`src/rtl/cpu_pkg.sv`:
```
// rtl/cpu_pkg.sv - shared CPU constants: branch codes, NOP, opcode field, fetch states
//
// Purpose: common definitions used by the fetch stage and the ID decode logic.
// Ports:   none (package).
package cpu_pkg;

    // Branch-type codes produced by ID decode.
    localparam logic [1:0] BR_NONE = 2'b00;
    localparam logic [1:0] BR_BEZ  = 2'b01;
    localparam logic [1:0] BR_BNE  = 2'b10;
    localparam logic [1:0] BR_JMP  = 2'b11;

    // All-zero instruction decodes as opcode 0, which ID treats as a NOP.
    localparam logic [31:0] NOP_INSTR = 32'h0000_0000;

    // Opcode field position within an instruction word.
    localparam int OPCODE_MSB = 31;
    localparam int OPCODE_LSB = 26;

    // Fetch sequencer states.
    typedef enum logic [1:0] {
        ST_IDLE    = 2'd0,
        ST_FETCH   = 2'd1,
        ST_DISCARD = 2'd2
    } fetch_state_e;

    function automatic logic [OPCODE_MSB-OPCODE_LSB:0] opcode_of(input logic [31:0] instr);
        return instr[OPCODE_MSB:OPCODE_LSB];
    endfunction

endpackage

```
`src/rtl/branch_condition_unit.sv`:
```
// rtl/branch_condition_unit.sv - combinational BEZ/BNE/JMP resolution and target computation
//
// Purpose: decides whether a branch candidate is taken and computes its target
//          br_pc + (sext(br_imm) << 2), wrapping modulo 2^ADDR_W.
// Ports:
//   br_valid     in   candidate present this cycle
//   branch_type  in   BR_NONE / BR_BEZ / BR_BNE / BR_JMP
//   br_reg1/2    in   source operand values
//   br_imm       in   signed word offset
//   br_pc        in   pc+4 of the branch instruction
//   taken        out  branch redirects the PC
//   target       out  redirect address
module branch_condition_unit
    import cpu_pkg::*;
#(
    parameter int ADDR_W = 32
) (
    input  logic              br_valid,
    input  logic [1:0]        branch_type,
    input  logic [31:0]       br_reg1,
    input  logic [31:0]       br_reg2,
    input  logic [15:0]       br_imm,
    input  logic [ADDR_W-1:0] br_pc,
    output logic              taken,
    output logic [ADDR_W-1:0] target
);

    logic              cond;
    logic [ADDR_W-1:0] offset;

    always_comb begin
        cond = 1'b0;
        case (branch_type)
            BR_BEZ:  cond = (br_reg1 == 32'd0);
            BR_BNE:  cond = (br_reg1 != br_reg2);
            BR_JMP:  cond = 1'b1;
            default: cond = 1'b0;
        endcase
    end

    assign offset = {{(ADDR_W-16){br_imm[15]}}, br_imm} << 2;
    assign target = br_pc + offset;
    assign taken  = br_valid & cond;

endmodule

```
`src/rtl/instruction_fetch_stage.sv`:
```
// rtl/instruction_fetch_stage.sv - IF stage with IF/ID register, hold buffer and branch redirect
//
// Purpose: owns the PC, fetches over a req/ack handshake, presents {pc+4, instr} to ID,
//          and squashes wrong-path fetches on taken branches.
// Ports:
//   clk, rst                     clock, synchronous active-high reset
//   freeze                       hazard stall: hold PC and IF/ID
//   br_valid, branch_type,
//   br_reg1, br_reg2, br_imm,
//   br_pc                        branch candidate from ID
//   imem_req, imem_addr          fetch request, held until imem_ack
//   imem_ack, imem_rdata         fetch completion and data
//   if_id_pc, if_id_instr,
//   if_id_valid                  IF/ID register contents
//   flush                        one-cycle pulse after a taken branch
module instruction_fetch_stage
    import cpu_pkg::*;
#(
    parameter int                ADDR_W   = 32,
    parameter int                INSTR_W  = 32,
    parameter logic [ADDR_W-1:0] RESET_PC = '0,
    parameter int                PC_STEP  = 4
) (
    input  logic               clk,
    input  logic               rst,
    input  logic               freeze,
    input  logic               br_valid,
    input  logic [1:0]         branch_type,
    input  logic [31:0]        br_reg1,
    input  logic [31:0]        br_reg2,
    input  logic [15:0]        br_imm,
    input  logic [ADDR_W-1:0]  br_pc,
    output logic               imem_req,
    output logic [ADDR_W-1:0]  imem_addr,
    input  logic               imem_ack,
    input  logic [INSTR_W-1:0] imem_rdata,
    output logic [ADDR_W-1:0]  if_id_pc,
    output logic [INSTR_W-1:0] if_id_instr,
    output logic               if_id_valid,
    output logic               flush
);

    localparam logic [ADDR_W-1:0]  STEP = ADDR_W'(PC_STEP);
    localparam logic [INSTR_W-1:0] NOP  = INSTR_W'(NOP_INSTR);

    fetch_state_e       state_q, state_d;
    logic [ADDR_W-1:0]  pc_q, pc_d;
    logic               req_q, req_d;
    logic [ADDR_W-1:0]  addr_q, addr_d;
    logic [ADDR_W-1:0]  if_id_pc_q, if_id_pc_d;
    logic [INSTR_W-1:0] if_id_instr_q, if_id_instr_d;
    logic               if_id_valid_q, if_id_valid_d;
    logic               hold_valid_q, hold_valid_d;
    logic [ADDR_W-1:0]  hold_pc_q, hold_pc_d;
    logic [INSTR_W-1:0] hold_instr_q, hold_instr_d;
    logic               flush_q, flush_d;

    logic               bcu_taken;
    logic [ADDR_W-1:0]  bcu_target;
    logic               taken;
    logic               ack_fire;

    branch_condition_unit #(.ADDR_W(ADDR_W)) u_bcu (
        .br_valid    (br_valid),
        .branch_type (branch_type),
        .br_reg1     (br_reg1),
        .br_reg2     (br_reg2),
        .br_imm      (br_imm),
        .br_pc       (br_pc),
        .taken       (bcu_taken),
        .target      (bcu_target)
    );

    // A stall freezes ID, so its branch decision is not yet final.
    assign taken    = bcu_taken & ~freeze;
    // Acks only count while a real request is on the bus in FETCH.
    assign ack_fire = (state_q == ST_FETCH) & req_q & imem_ack;

    always_comb begin
        state_d       = state_q;
        pc_d          = pc_q;
        req_d         = req_q;
        addr_d        = addr_q;
        if_id_pc_d    = if_id_pc_q;
        if_id_instr_d = if_id_instr_q;
        if_id_valid_d = if_id_valid_q;
        hold_valid_d  = hold_valid_q;
        hold_pc_d     = hold_pc_q;
        hold_instr_d  = hold_instr_q;
        flush_d       = 1'b0;

        // Any unstalled cycle without fresh data presents a bubble.
        if (!freeze) begin
            if_id_instr_d = NOP;
            if_id_valid_d = 1'b0;
        end

        case (state_q)
            ST_IDLE: begin
                state_d = ST_FETCH;
                req_d   = 1'b1;
                addr_d  = pc_q;
            end
            ST_FETCH: begin
                if (ack_fire) begin
                    pc_d = pc_q + STEP;
                    if (!freeze) begin
                        if_id_pc_d    = pc_q + STEP;
                        if_id_instr_d = imem_rdata;
                        if_id_valid_d = 1'b1;
                        req_d         = 1'b1;
                        addr_d        = pc_q + STEP;
                    end else begin
                        // Park the word; stop fetching until ID can take it.
                        hold_valid_d = 1'b1;
                        hold_pc_d    = pc_q + STEP;
                        hold_instr_d = imem_rdata;
                        req_d        = 1'b0;
                    end
                end else if (hold_valid_q && !freeze) begin
                    if_id_pc_d    = hold_pc_q;
                    if_id_instr_d = hold_instr_q;
                    if_id_valid_d = 1'b1;
                    hold_valid_d  = 1'b0;
                    req_d         = 1'b1;
                    addr_d        = pc_q;
                end
            end
            ST_DISCARD: begin
                // Wrong-path word arrives and is dropped; pc already holds the target.
                if (imem_ack) begin
                    state_d = ST_FETCH;
                    req_d   = 1'b1;
                    addr_d  = pc_q;
                end
            end
            default: begin
                state_d = ST_IDLE;
                req_d   = 1'b0;
            end
        endcase

        if (taken) begin
            pc_d          = bcu_target;
            if_id_instr_d = NOP;
            if_id_valid_d = 1'b0;
            hold_valid_d  = 1'b0;
            flush_d       = 1'b1;
            if (req_q && !imem_ack &&
                (state_q == ST_FETCH || state_q == ST_DISCARD)) begin
                // The bus request cannot be withdrawn; wait out its ack.
                state_d = ST_DISCARD;
                req_d   = req_q;
                addr_d  = addr_q;
            end else begin
                state_d = ST_FETCH;
                req_d   = 1'b1;
                addr_d  = bcu_target;
            end
        end
    end

    always_ff @(posedge clk) begin
        if (rst) begin
            state_q       <= ST_IDLE;
            pc_q          <= RESET_PC;
            req_q         <= 1'b0;
            addr_q        <= RESET_PC;
            if_id_pc_q    <= '0;
            if_id_instr_q <= NOP;
            if_id_valid_q <= 1'b0;
            hold_valid_q  <= 1'b0;
            hold_pc_q     <= '0;
            hold_instr_q  <= NOP;
            flush_q       <= 1'b0;
        end else begin
            state_q       <= state_d;
            pc_q          <= pc_d;
            req_q         <= req_d;
            addr_q        <= addr_d;
            if_id_pc_q    <= if_id_pc_d;
            if_id_instr_q <= if_id_instr_d;
            if_id_valid_q <= if_id_valid_d;
            hold_valid_q  <= hold_valid_d;
            hold_pc_q     <= hold_pc_d;
            hold_instr_q  <= hold_instr_d;
            flush_q       <= flush_d;
        end
    end

    assign imem_req    = req_q;
    assign imem_addr   = addr_q;
    assign if_id_pc    = if_id_pc_q;
    assign if_id_instr = if_id_instr_q;
    assign if_id_valid = if_id_valid_q;
    assign flush       = flush_q;

endmodule

```
`config.mk`:
```
export PLATFORM = sky130hd
export DESIGN_NAME = instruction_fetch_stage
export DESIGN_NICKNAME = d
export VERILOG_FILES = /design/src/rtl/cpu_pkg.sv /design/src/rtl/branch_condition_unit.sv /design/src/rtl/instruction_fetch_stage.sv
export SDC_FILE = /design/constraint.sdc
export NUM_CORES = 1
export LEC_CHECK = 0
export ABC_AREA = 1
export CAP_MARGIN = 15
export CORE_MARGIN = 1.5
export CORE_UTILIZATION = 35
export CTS_CLUSTER_DIAMETER = 80
export DETAILED_ROUTE_END_ITERATION = 12
export SETUP_SLACK_MARGIN = 0.05
export SYNTH_ARGS = -nofsm -noshare
export SYNTH_HDL_FRONTEND = slang
export SYNTH_SLANG_ARGS = --single-unit
```
`constraint.sdc`:
```
create_clock -name clk -period 5 [get_ports clk]
set_clock_uncertainty 0.15 [all_clocks]
set_input_delay 1 -clock clk [delete_from_list [all_inputs] [get_ports clk]]
set_output_delay 1 -clock clk [all_outputs]
set_load 0.1 [all_outputs]
```
=== Yosys cells after proc, flatten, opt, wreduce, memory -nomap -nowiden ===
Cells that the tools add are included.

* Output and inout port bits: 99
* Input port bits: 151
* Register bits: 198
* Memory bits (writable): 0
* Memories: 0
* Logic and storage cells: 89
* Bits in read-only memories: 0
* Bits in latches: 0

* Bitwise operators: 5
* Mux-type cells: 38
* Magnitude comparators: 0
* Add/sub/neg operators: 2
* Shift operators: 0
* Divide/modulo/power cells: 0
* Equality and inequality tests: 13
* $mul: 0
* Reduce and logical (&&, ||, !) cells: 20

{| class="wikitable"
|+ Operators with widths
! operator !! number
|-
| 32-bit 2-to-1 mux || 16
|-
| 32-bit case mux with 3 select lines || 1
|-
| 32-bit by 3-bit adder with 32-bit output (second input constant) || 1
|-
| 32-bit adder || 1
|-
| 32-bit zero test || 1
|-
| 32-bit inequality test || 1
|-
| 1-bit 2-to-1 mux || 15
|-
| 3-bit AND reduction || 4
|-
| 2-bit inequality test (second input constant) || 4
|-
| 2-bit equality test (second input constant) || 3
|-
| 2-bit 2-to-1 mux || 3
|-
| 1-bit case mux with 3 select lines || 2
|-
| 2-bit case mux with 3 select lines || 1
|-
| 2-bit nonzero test || 3
|-
| 5-bit AND reduction || 1
|-
| 1-bit bitwise AND || 4
|-
| 2-bit by 1-bit equality test with 1-bit output (second input constant) || 2
|-
| 4-bit by 3-bit inequality test with 1-bit output (second input constant) || 1
|-
| 4-bit inequality test (second input constant) || 1
|-
| 2-bit AND reduction || 2
|-
| 4-bit nonzero test || 1
|-
| 1-bit logical AND || 3
|-
| 3-bit inequality test (second input constant) || 1
|-
| 1-bit zero test || 2
|-
| 4 further kinds || 4
|}

=== Depth between registers and ports, before layout ===
Gate-level depths: netlist of run 1.

* Word-level depth: 6
* Gate-level depth with buffers: 19
* Depth with buffers taken out: 17

=== Modules after synthesis ===
A second synthesis of run 1 with hierarchy kept.

* Cell total of the unflattened synthesis: 1837
* Area, all modules: 11863.9 um^2

{| class="wikitable"
|+ Modules (own cells, without submodules)
! module !! seq. area each (um^2) !! area an instance (um^2) !! instances !! cells an instance
|-
| instruction_fetch_stage || 3963.8 || 8942.3 || 1 || 1249
|-
| branch_condition_unit || 0.0 || 2921.6 || 1 || 588
|}

=== Worst setup path after synthesis of run 1 ===
Ideal clock, no wire load.

* Kind: input port to flip-flop
* Start: input port br_imm[0]
* End: register addr_q[18] (netlist: imem_addr[18])
* Slack: 2.042 ns
* Setup time: 0.117 ns
* Path buffers: 0
* Stages on the path: 15
* Data required time: 4.733 ns
* Arrival time: 2.692 ns
* Path through: ha_1 > inv_1 > fa_1 > o31ai_1 > nand2_1 > nand2_1 > nand2_1 > nand3_1 > nand2_1 > nand2_1 > nand2_1 > inv_1 > nand3_1 > nand2_1 > nor2_1

* Cells in the longest elaborated chain, start to end: 3

{| class="wikitable"
|+ Ends and longest elaborated chain
! what !! RTL line !! source
|-
| start, declared || instruction_fetch_stage.sv:31 || <nowiki>input logic [15:0] br_imm,</nowiki>
|-
| 32-bit adder || branch_condition_unit.sv:42 || <nowiki>assign target = br_pc + offset;</nowiki>
|-
| 32-bit 2-to-1 mux || instruction_fetch_stage.sv:149 || <nowiki>if (req_q && !imem_ack &&</nowiki>
|-
| 32-bit 2-to-1 mux || instruction_fetch_stage.sv:143 || <nowiki>if (taken) begin</nowiki>
|-
| end signal, assigned || instruction_fetch_stage.sv:180 || <nowiki>addr_q <= addr_d;</nowiki>
|-
| end, declared || instruction_fetch_stage.sv:49 || <nowiki>logic [ADDR_W-1:0] addr_q, addr_d;</nowiki>
|}

Every way passes these cells. The select of a mux whose other input is x is not followed.
A chain may end at the register's enable or synchronous reset.

=== Worst setup path after layout of run 1 ===
* Start: input port freeze
* End: register addr_q[21] (netlist: imem_addr[21])

* Cells in the longest elaborated chain, start to end: 4
* Elaborated cells on any way between the ends: 11
* Those cells by class: eq/ne: 4; mux: 1; bitwise: 2; reduce/logical: 4

{| class="wikitable"
|+ Ends and longest elaborated chain
! what !! RTL line !! source
|-
| start, declared || instruction_fetch_stage.sv:26 || <nowiki>input logic freeze,</nowiki>
|-
| 1-bit NOT or 1-bit zero test (tied branches) || instruction_fetch_stage.sv:75, instruction_fetch_stage.sv:120 ||
|-
| 1-bit bitwise AND or 1-bit logical AND (tied branches) || instruction_fetch_stage.sv:75, instruction_fetch_stage.sv:120 ||
|-
| 4-bit inequality test (no source line), or another cell as far along || n/a ||
|-
| 5-bit AND reduction (no source line) || n/a ||
|}

Parallel ways exist; a longest one is shown, timed or not.

==> flow_summary.toml, run 1 <==
[worst_setup_path]
start_kind = "input port"
cpPeakStageDelay_ns = 0.58
r2r_slack_ns = 1.50
critPathBufInv = 3
arrival_ns = 4.12
rr_endpoint = "imem_addr[21]$_SDFFE_PP0P_"
reg2regPathDepth = 13
worstPathMaxFanout = 43
crit_top_cell = "nand2_1"
cp_cell_sequence = "clkdlybuf4s50_1 > clkinv_2 > nor2_4 > inv_2 > nand2_1 > nand2_2 > nand2_2 > nand2_1 > nand2_1 > nor2_1"
path_delay_family = "simple AND/OR/NAND/NOR gates"
path_class = "in -> reg"
endpoint_kind = "flip-flop"
crit_slowest_cell = "nor2_4"
cp_data_required_time_ns = 5.20
timing.rr.start = "state_q[1]$_SDFFE_PP0P_"

[sta]
maxSlewHeadroom = 0.274
min_period_ns = 3.91
setup_slack_ns = 1.09
whs_ns = 0.313
finalHoldViolCount = 0
tns_ns = 0
slew_viol_final = 0
worst_pin_slew_ns = 1.09
fmax_ghz = 0.255
finalSetupViolCount = 0
rsz0062_at_grt = "false"
fin_crit_sh = 0.783

[grt]
grt-ovfl-total = 0
grtUsageTotal = 0.222
grt_start_max_net_pins = 81
grt_pass1_wl_microns = 59200
grt_pass1_vias = 11246
antenna_found_initial = 0

[clock_network]
cts-root-buf = "clkbuf_16"
clk_pin_slew_worst_paths_ns = 0.08
numCtsBuffers = 17
insertion_delay_ns = 0.45
clock-sinks = 198
post_cts_buffers = 0
htree_levels = 4
cts_tree = "built"
cts_buffer_depth = 2
cts_resized = 0
holdBufCountCts = 0

[floorplanning]
initial_core_util = 0.354
die_area_sq_um = 33800
num_rows = 66
die_y_microns = 184
dieWidth_microns = 184
io_pins = 250
core_area_sq_um = 32400

[min_path]
hold_depth = 2
min_from = "hold_pc_q[7]$_SDFFE_PP0P_"
min_to = "hold_pc_q[7]$_SDFFE_PP0P_"
hold_class = "reg -> reg"

[synth]
synth_seq_cells = 198
synth_ff_type = "dfxtp_1"
synth_edf_count = 0
synth-warning-count = 0
syn_area_sq_um = 11500
synth_nets = 1991
synth-async-reset-ratio = 0
syn_area_per_cell_sq_um = 6.35
synth_cells = 1805
ys_seq_area_frac = 0.346
ys_types = 41

[power]
p_comb_frac = 0.296
clkPwrFrac = 0.321
power.leakage_nw = 6.53
switching_share = 0.380
pwr-share-seq = 0.383
p_total_w = 0.00451
irDropWorstVdd_v = 0.000251
powerDensity_nw_per_um2 = 303
power.net_switching_w = 0.00171
p_int_w = 0.00279

[route]
ant_nets = 0
route.vias.total = 11987
wl_per_cell_microns = 15.4
drcViolationCount = 0
first_pass_iters = 6
drtIter0Drc = 757
viasPerCell = 4.87
drt_wl_total_microns = 37800

[placed_design]
hpwl_microns = 29300
placed_cells = 2428
dpl_worst_slack_ns = 0.641
io_buffers = 249
place_congestion = 0.919

[cells_and_area]
fin_cells = 2460
syn_to_final_growth_pct = 29.9
diodes = 0
drive_gt1_frac = 0.0332
fin_nets = 2191

[run_status]
status = "finished, final reports clean"

[job]
max_cap_viol_count = 0
-- final cells by class --
| type | instances | area [sq um] |
|---|---|---|
| Fill cell | 3390 | 17500 |
| Multi-Input combinational cell | 1317 | 6350 |
| Sequential cell | 198 | 3960 |
| Timing Repair Buffer | 263 | 2590 |
| Inverter | 208 | 782 |
| Tap cell | 442 | 553 |
| Clock buffer | 17 | 425 |
| Clock inverter | 15 | 209 |
-- power groups by stage --
stage	registers, W	clock network [W]	logic [W]
CTS	0.00173	0.00148	0.00134
global route	0.00174	0.00155	0.00144
finish	0.00173	0.00145	0.00134
detailed placement	0.00176	0	0.00133
floorplan	0.00214	0	0.000531
global placement	0.00176	0	0.00133
-- how the worst max path moves through the flow --
stage / start / end / slack, ns / cells past startpoint
after floorplan: br_imm[0] / imem_addr[18]$_SDFFE_PP0P_ / 2.04 / 15
after detailed placement: freeze / imem_addr[21]$_SDFFE_PP0P_ / 0.64 / 10
after global routing: freeze / imem_addr[16]$_SDFFE_PP0P_ / 0.76 / 10
after CTS: freeze / imem_addr[21]$_SDFFE_PP0P_ / 1.11 / 10
final: freeze / imem_addr[21]$_SDFFE_PP0P_ / 1.09 / 10
after global placement: freeze / imem_addr[26]$_SDFFE_PP0P_ / 0.76 / 10
-- layout by cell type (no fill, tap or decap), types with 3 or more instances in the layout --
master and count:
a211oi_1 3, a21o_1 7, a21oi_1 136, a22oi_1 33
a31oi_1 5, buf_4 14, clkbuf_16 17, clkdlybuf4s50_1 248
clkinv_8 6, dfxtp_1 198, ha_1 34, inv_1 201
inv_2 6, nand2_1 441, nand3_1 101, nand3b_1 3
nand4_1 13, nor2_1 279, nor2_2 4, nor3_1 20
nor4_1 4, o211ai_1 4, o21a_1 3, o21ai_0 161
o21bai_1 4, or2_2 3, xnor2_1 10, xor2_1 35
-- cells by family (layout without fill, tap and decap cells) --
group / Yosys count / count (layout) / synth area share
buffers and inverters: 290 / 503 / 0.0998
XOR/XNOR: 45 / 45 / 0.0344
AND/OR/NAND/NOR: 875 / 875 / 0.309
AO/OA/AOI/OAI: 362 / 362 / 0.171
adder cells (fa/ha/maj): 35 / 35 / 0.0389
flip-flops: 198 / 198 / 0.346
-- tightest hold or removal path, delay by kind of cell, from the launching register on --
family,cells,cell delay (ns)
AOI/OAI and AO/OA,1,0.05
and+or+nand+nor,1,0.06
DFF,1,0.31
-- cell usage after synthesis, types with 13 or more instances --
| cell type | n | share of area |
|---|---|---|
| nand2_1 | 441 | 0.14 |
| nor2_1 | 280 | 0.092 |
| inv_1 | 202 | 0.066 |
| dfxtp_1 | 198 | 0.35 |
| o21ai_0 | 161 | 0.070 |
| a21oi_1 | 136 | 0.059 |
| nand3_1 | 101 | 0.044 |
| clkbuf_1 | 51 | 0.017 |
| xor2_1 | 35 | 0.027 |
| ha_1 | 34 | 0.037 |
| a22oi_1 | 33 | 0.022 |
| nor3_1 | 20 | 0.0087 |
| buf_2 | 19 | 0.0083 |
| nand4_1 | 13 | 0.0071 |
-- layer usage --
| layer | routed length [microns] | GRT usage | vias up |
|---|---|---|---|
| met5 | 0 | 0 | - |
| met4 | 1390 | 0.0948 | 0 |
| met3 | 1890 | 0.0311 | 50 |
| met2 | 17200 | 0.370 | 365 |
| met1 | 17400 | 0.287 | 5359 |
| li1 | - | - | 6213 |
-- metrics by stage --
stage / instance area [sq um] / util
4_1_cts: 14900 / 0.460
6_report: 14900 / 0.460
5_1_grt: 14900 / 0.460
3_5_place_dp: 14200 / 0.440
3_3_place_gp: 14200 / 0.440
2_1_floorplan: 11500 / -
No activity file was read; power rests on OpenSTA's default activity.
==> inputs of run 2 (changes only) <==
clock period = 3.9 ns   (was 5 ns; I/O delays follow)
==> flow_summary.toml, run 2 (synthesized netlist as in run 1, its figures left out) <==
[run_status]
status = "finished, final reports clean"

[grt]
grt-ovfl-total = 0
grt_start_max_net_pins = 81
grt_pass1_vias = 11345
grtUsageTotal = 0.229
grt_pass1_wl_microns = 61000
antenna_found_initial = 0

[cells_and_area]
diodes = 0
multi_input_area_sq_um = 6350
post-route-util = 0.464
area.sequential_sq_um = 3960
mostFrequentLayoutCells = "nand2_1 (441), nor2_1 (279), clkdlybuf4s50_1 (248), inv_1 (201), dfxtp_1 (198)"
fill_cells = 3452
final_common_cell = "nand2_1"
syn_to_final_growth_pct = 31.0
drive_gt1_frac = 0.0394
fin_nets = 2204

[clock_network]
cts-root-buf = "clkbuf_16"
clock-sinks = 198
post_cts_buffers = 0
cts_resized = 0
clk_pin_slew_worst_paths_ns = 0.08
htree_levels = 4
holdBufCountCts = 0
insertion_delay_ns = 0.44
cts_tree = "built"
cts_buffer_depth = 2
numCtsBuffers = 17

[floorplanning]
core_area_sq_um = 32400
num_rows = 66
dieWidth_microns = 184
die_area_sq_um = 33800
initial_core_util = 0.354
die_y_microns = 184
io_pins = 250

[power]
p_total_w = 0.00579
powerDensity_nw_per_um2 = 386
irDropWorstVdd_v = 0.000332
power.leakage_nw = 6.60

[worst_setup_path]
endpoint_kind = "flip-flop"
worstPathMaxFanout = 7
r2r_slack_ns = 0.94
start_kind = "input port"
timing.rr.start = "state_q[1]$_SDFFE_PP0P_"
reg2regPathDepth = 9
cp-endpoint = "imem_addr[24]$_SDFFE_PP0P_"
crit_start = "br_imm[15]"
path_class = "in -> reg"
cp_data_required_time_ns = 4.09
arrival_ns = 3.38

[placed_design]
place_congestion = 0.903
io_buffers = 249
hpwl_microns = 29800

[sta]
fin_crit_sh = 0.819
min_period_ns = 3.19
finalHoldViolCount = 0
finalSetupViolCount = 0
whs_ns = 0.318
maxSlewHeadroom = 0.265
slew_viol_final = 0
fmax_ghz = 0.313
worst_pin_slew_ns = 1.10
tns_ns = 0
rsz0062_at_grt = "false"

[route]
wl_per_cell_microns = 15.6
ant_nets = 0
viasPerCell = 4.83
route.vias.total = 11956
drt_wl_total_microns = 38600
drtIter0Drc = 944
first_pass_iters = 5
drcViolationCount = 0

[min_path]
hold_class = "reg -> reg"
min_from = "hold_pc_q[7]$_SDFFE_PP0P_"

[job]
max_cap_viol_count = 0
==> run 2: final cells by class <==
cell class	instances	area share
clock buffer	17	0.0283
clock inverter	15	0.0128
inverter	208	0.0521
multi-input combinational	1317	0.423
sequential	198	0.264
tap	442	0.0368
timing repair buffer	276	0.183
==> run 2: worst min path at each step <==
stage,endpoint,cells past startpoint
2_1_floorplan,hold_pc_q[7]$_SDFFE_PP0P_,2
3_5_place_dp,hold_pc_q[7]$_SDFFE_PP0P_,2
6_report,hold_pc_q[7]$_SDFFE_PP0P_,2
3_3_place_gp,hold_pc_q[7]$_SDFFE_PP0P_,2
4_1_cts,hold_pc_q[7]$_SDFFE_PP0P_,2
5_1_grt,hold_pc_q[7]$_SDFFE_PP0P_,2
==> run 2: metal layers <==
| layer | part of all wire | track usage | vias up |
|---|---|---|---|
| li1 | - | - | 6227 |
| met1 | 0.46 | 0.301 | 5370 |
| met2 | 0.46 | 0.381 | 313 |
| met3 | 0.051 | 0.0365 | 46 |
| met4 | 0.028 | 0.0751 | 0 |
| met5 | 0 | 0 | - |
==> run 2: through the flow <==
stage | worst slack, ns | instances | instance area, sq um
4_1_cts | 0.685 | 2473 | 15000
2_1_floorplan | 1.16 | 1805 | 11500
3_5_place_dp | 0.224 | 2441 | 14400
5_1_grt | 0.448 | 2473 | 15000
6_report | 0.706 | 2473 | 15000
3_3_place_gp | 0.260 | 2441 | 14400
==> run 2: where the power goes <==
group	switching [W]	leakage, nW	internal (W)
clock	0.000939	0.299	0.000882
combinational	0.00122	4.70	0.000539
sequential	0.0000783	1.61	0.00213
==> run 2: critical path: stages <==
cell             delay, ns
clkdlybuf4s50_1       0.54
buf_4                 0.22
ha_1                  0.39
nand2_1               0.14
nor2_1                0.31
nand4_1               0.12
or2_2                 0.34
nand3_1               0.09
nand2_1               0.06
nand3_1               0.09
nand2_1               0.11
nor2_1                0.14
nor2_1                0.05
==> inputs of run 3 (changes only) <==
clock period = 2.7 ns   (was 3.9 ns; I/O delays follow)
==> flow_summary.toml, run 3 (synthesized netlist as in run 1, its figures left out) <==
[run_status]
status = "finished, final reports clean"

[worst_setup_path]
cp_data_required_time_ns = 2.90
crit_slowest_cell = "clkdlybuf4s50_1"
critPathBufInv = 3
path_delay_family = "buffers and inverters"
path_class = "in -> reg"
cp_cell_sequence = "clkdlybuf4s50_1 > buf_4 > ha_2 > a21oi_1 > o21ai_0 > buf_4 > a21oi_1 > nand4_1 > nand3_2 > nand2_2 > nor2_2 > nor2_2"
worstPathMaxFanout = 10
endpoint_kind = "flip-flop"
cpPeakStageDelay_ns = 0.45
arrival_ns = 2.81
start_kind = "input port"

[route]
first_pass_iters = 8
ant_nets = 0
drt_wl_total_microns = 40200
route.vias.total = 12687
drcViolationCount = 0
wl_per_cell_microns = 15.4
viasPerCell = 4.86
drtIter0Drc = 859

[cells_and_area]
multi_input_area_sq_um = 6720
area.sequential_sq_um = 3970
fill_cells = 3351
final_common_cell = "nand2_1"
fin_cells = 2609
diodes = 0
mostFrequentLayoutCells = "nand2_1 (427), nor2_1 (255), buf_4 (244), inv_1 (199), dfxtp_1 (197)"
drive_gt1_frac = 0.182
fin_nets = 2340
syn_to_final_growth_pct = 42.1

[sta]
rsz0062_at_grt = "true"
fmax_ghz = 0.382
maxSlewHeadroom = 0.497
min_period_ns = 2.62
slew_viol_final = 0
finalHoldViolCount = 0
whs_ns = 0.312
worst_pin_slew_ns = 0.755
finalSetupViolCount = 0
fin_crit_sh = 0.969
tns_ns = 0

[clock_network]
cts_buffer_depth = 2
clk_pin_slew_worst_paths_ns = 0.08
insertion_delay_ns = 0.45
cts-root-buf = "clkbuf_16"
numCtsBuffers = 17
clock-sinks = 198
htree_levels = 4
cts_tree = "built"

[grt]
met2_usage = 0.393
grt_pass1_vias = 11743
grtUsageTotal = 0.230
grt-ovfl-total = 0
grt_pass1_wl_microns = 61600
met1_usage = 0.298
grt_start_max_net_pins = 81
grt_use_met3 = 0.0366
busiest_layer = "met2"
antenna_found_initial = 0

[floorplanning]
dieWidth_microns = 184
core_area_sq_um = 32400
num_rows = 66
die_area_sq_um = 33800
die_y_microns = 184
initial_core_util = 0.354
io_pins = 250

[power]
irDropWorstVdd_v = 0.000474
powerDensity_nw_per_um2 = 530
p_total_w = 0.00863
power.leakage_nw = 7.61

[placed_design]
place_congestion = 0.934
io_buffers = 249
hpwl_microns = 30700
placed_cells = 2569

[min_path]
hold_class = "reg -> reg"

[job]
max_cap_viol_count = 0
## run 3: cell count changes in the layout (fill, tap and decap cells not counted), moves of 6 or more
cell,before,now
ha_1,34,23
o21ai_1,2,13
buf_6,0,6
nand2_2,2,12
dlymetal6s2s_1,0,12
a21oi_2,0,6
a21oi_1,136,129
o21ai_0,161,148
nor2_1,279,255
buf_4,23,244
nand2_1,441,427
nor2_2,4,24
clkdlybuf4s50_1,248,137
ha_2,0,8
## run 3: cell type report
type | count | area share
multi-input cells | 1317 | 0.413
clock inverters | 15 | 0.00976
flip-flops and latches | 198 | 0.243
well taps | 442 | 0.0340
clock buffers | 17 | 0.0261
inverters | 208 | 0.0480
repair buffers | 412 | 0.226
## run 3: path summary, 6_finish.rpt
path | start | endpoint | slack (ns) | cells past startpoint
setup / recovery | br_imm[15] | imem_addr[26]$_SDFFE_PP0P_ | 0.08 | 12
hold reg to reg | hold_pc_q[4]$_SDFFE_PP0P_ | hold_pc_q[4]$_SDFFE_PP0P_ | 0.31 | 2
setup reg to reg | pc_q[9]$_SDFFE_PP0P_ | imem_addr[25]$_SDFFE_PP0P_ | 0.26 | 13
hold / removal | hold_pc_q[4]$_SDFFE_PP0P_ | hold_pc_q[4]$_SDFFE_PP0P_ | 0.31 | 2
## run 3: worst min-delay path: stages (launching register included)
cell and delay [ns]:
dfxtp_1 0.31, nand2_1 0.06, a21oi_1 0.05
## run 3: per-stage QoR
stage / instance area [sq um] / worst slack, ns / utilization
6_report: 16300 / 0.0825 / 0.503
5_1_grt: 16300 / -0.00483 / 0.503
4_1_cts: 15800 / 0.0488 / 0.487
3_5_place_dp: 15200 / -0.483 / 0.469
3_3_place_gp: 15200 / -0.519 / 0.469
2_1_floorplan: 11500 / 0.202 / -
## run 3: repair_timing
| item | 4_1_cts | 5_1_grt |
|---|---|---|
| gates resized for setup | 4 | 115 |
| buffers inserted | 0 | 2 |
| hold buffers | 0 | 0 |
| pin swaps | 0 | 21 |
| setup endpoints to repair | 33 | 51 |
| cloned | 0 | 6 |
## run 3: layer usage
layer  wire [microns]  share of wire
met5                0              0
met1            18400           0.46
met4              973          0.024
met3             2140          0.053
met2            18700           0.46
## run 3: power breakdown
part           internal [W]  switching, W
sequential          0.00308      0.000118
clock               0.00124       0.00130
combinational       0.00100       0.00188
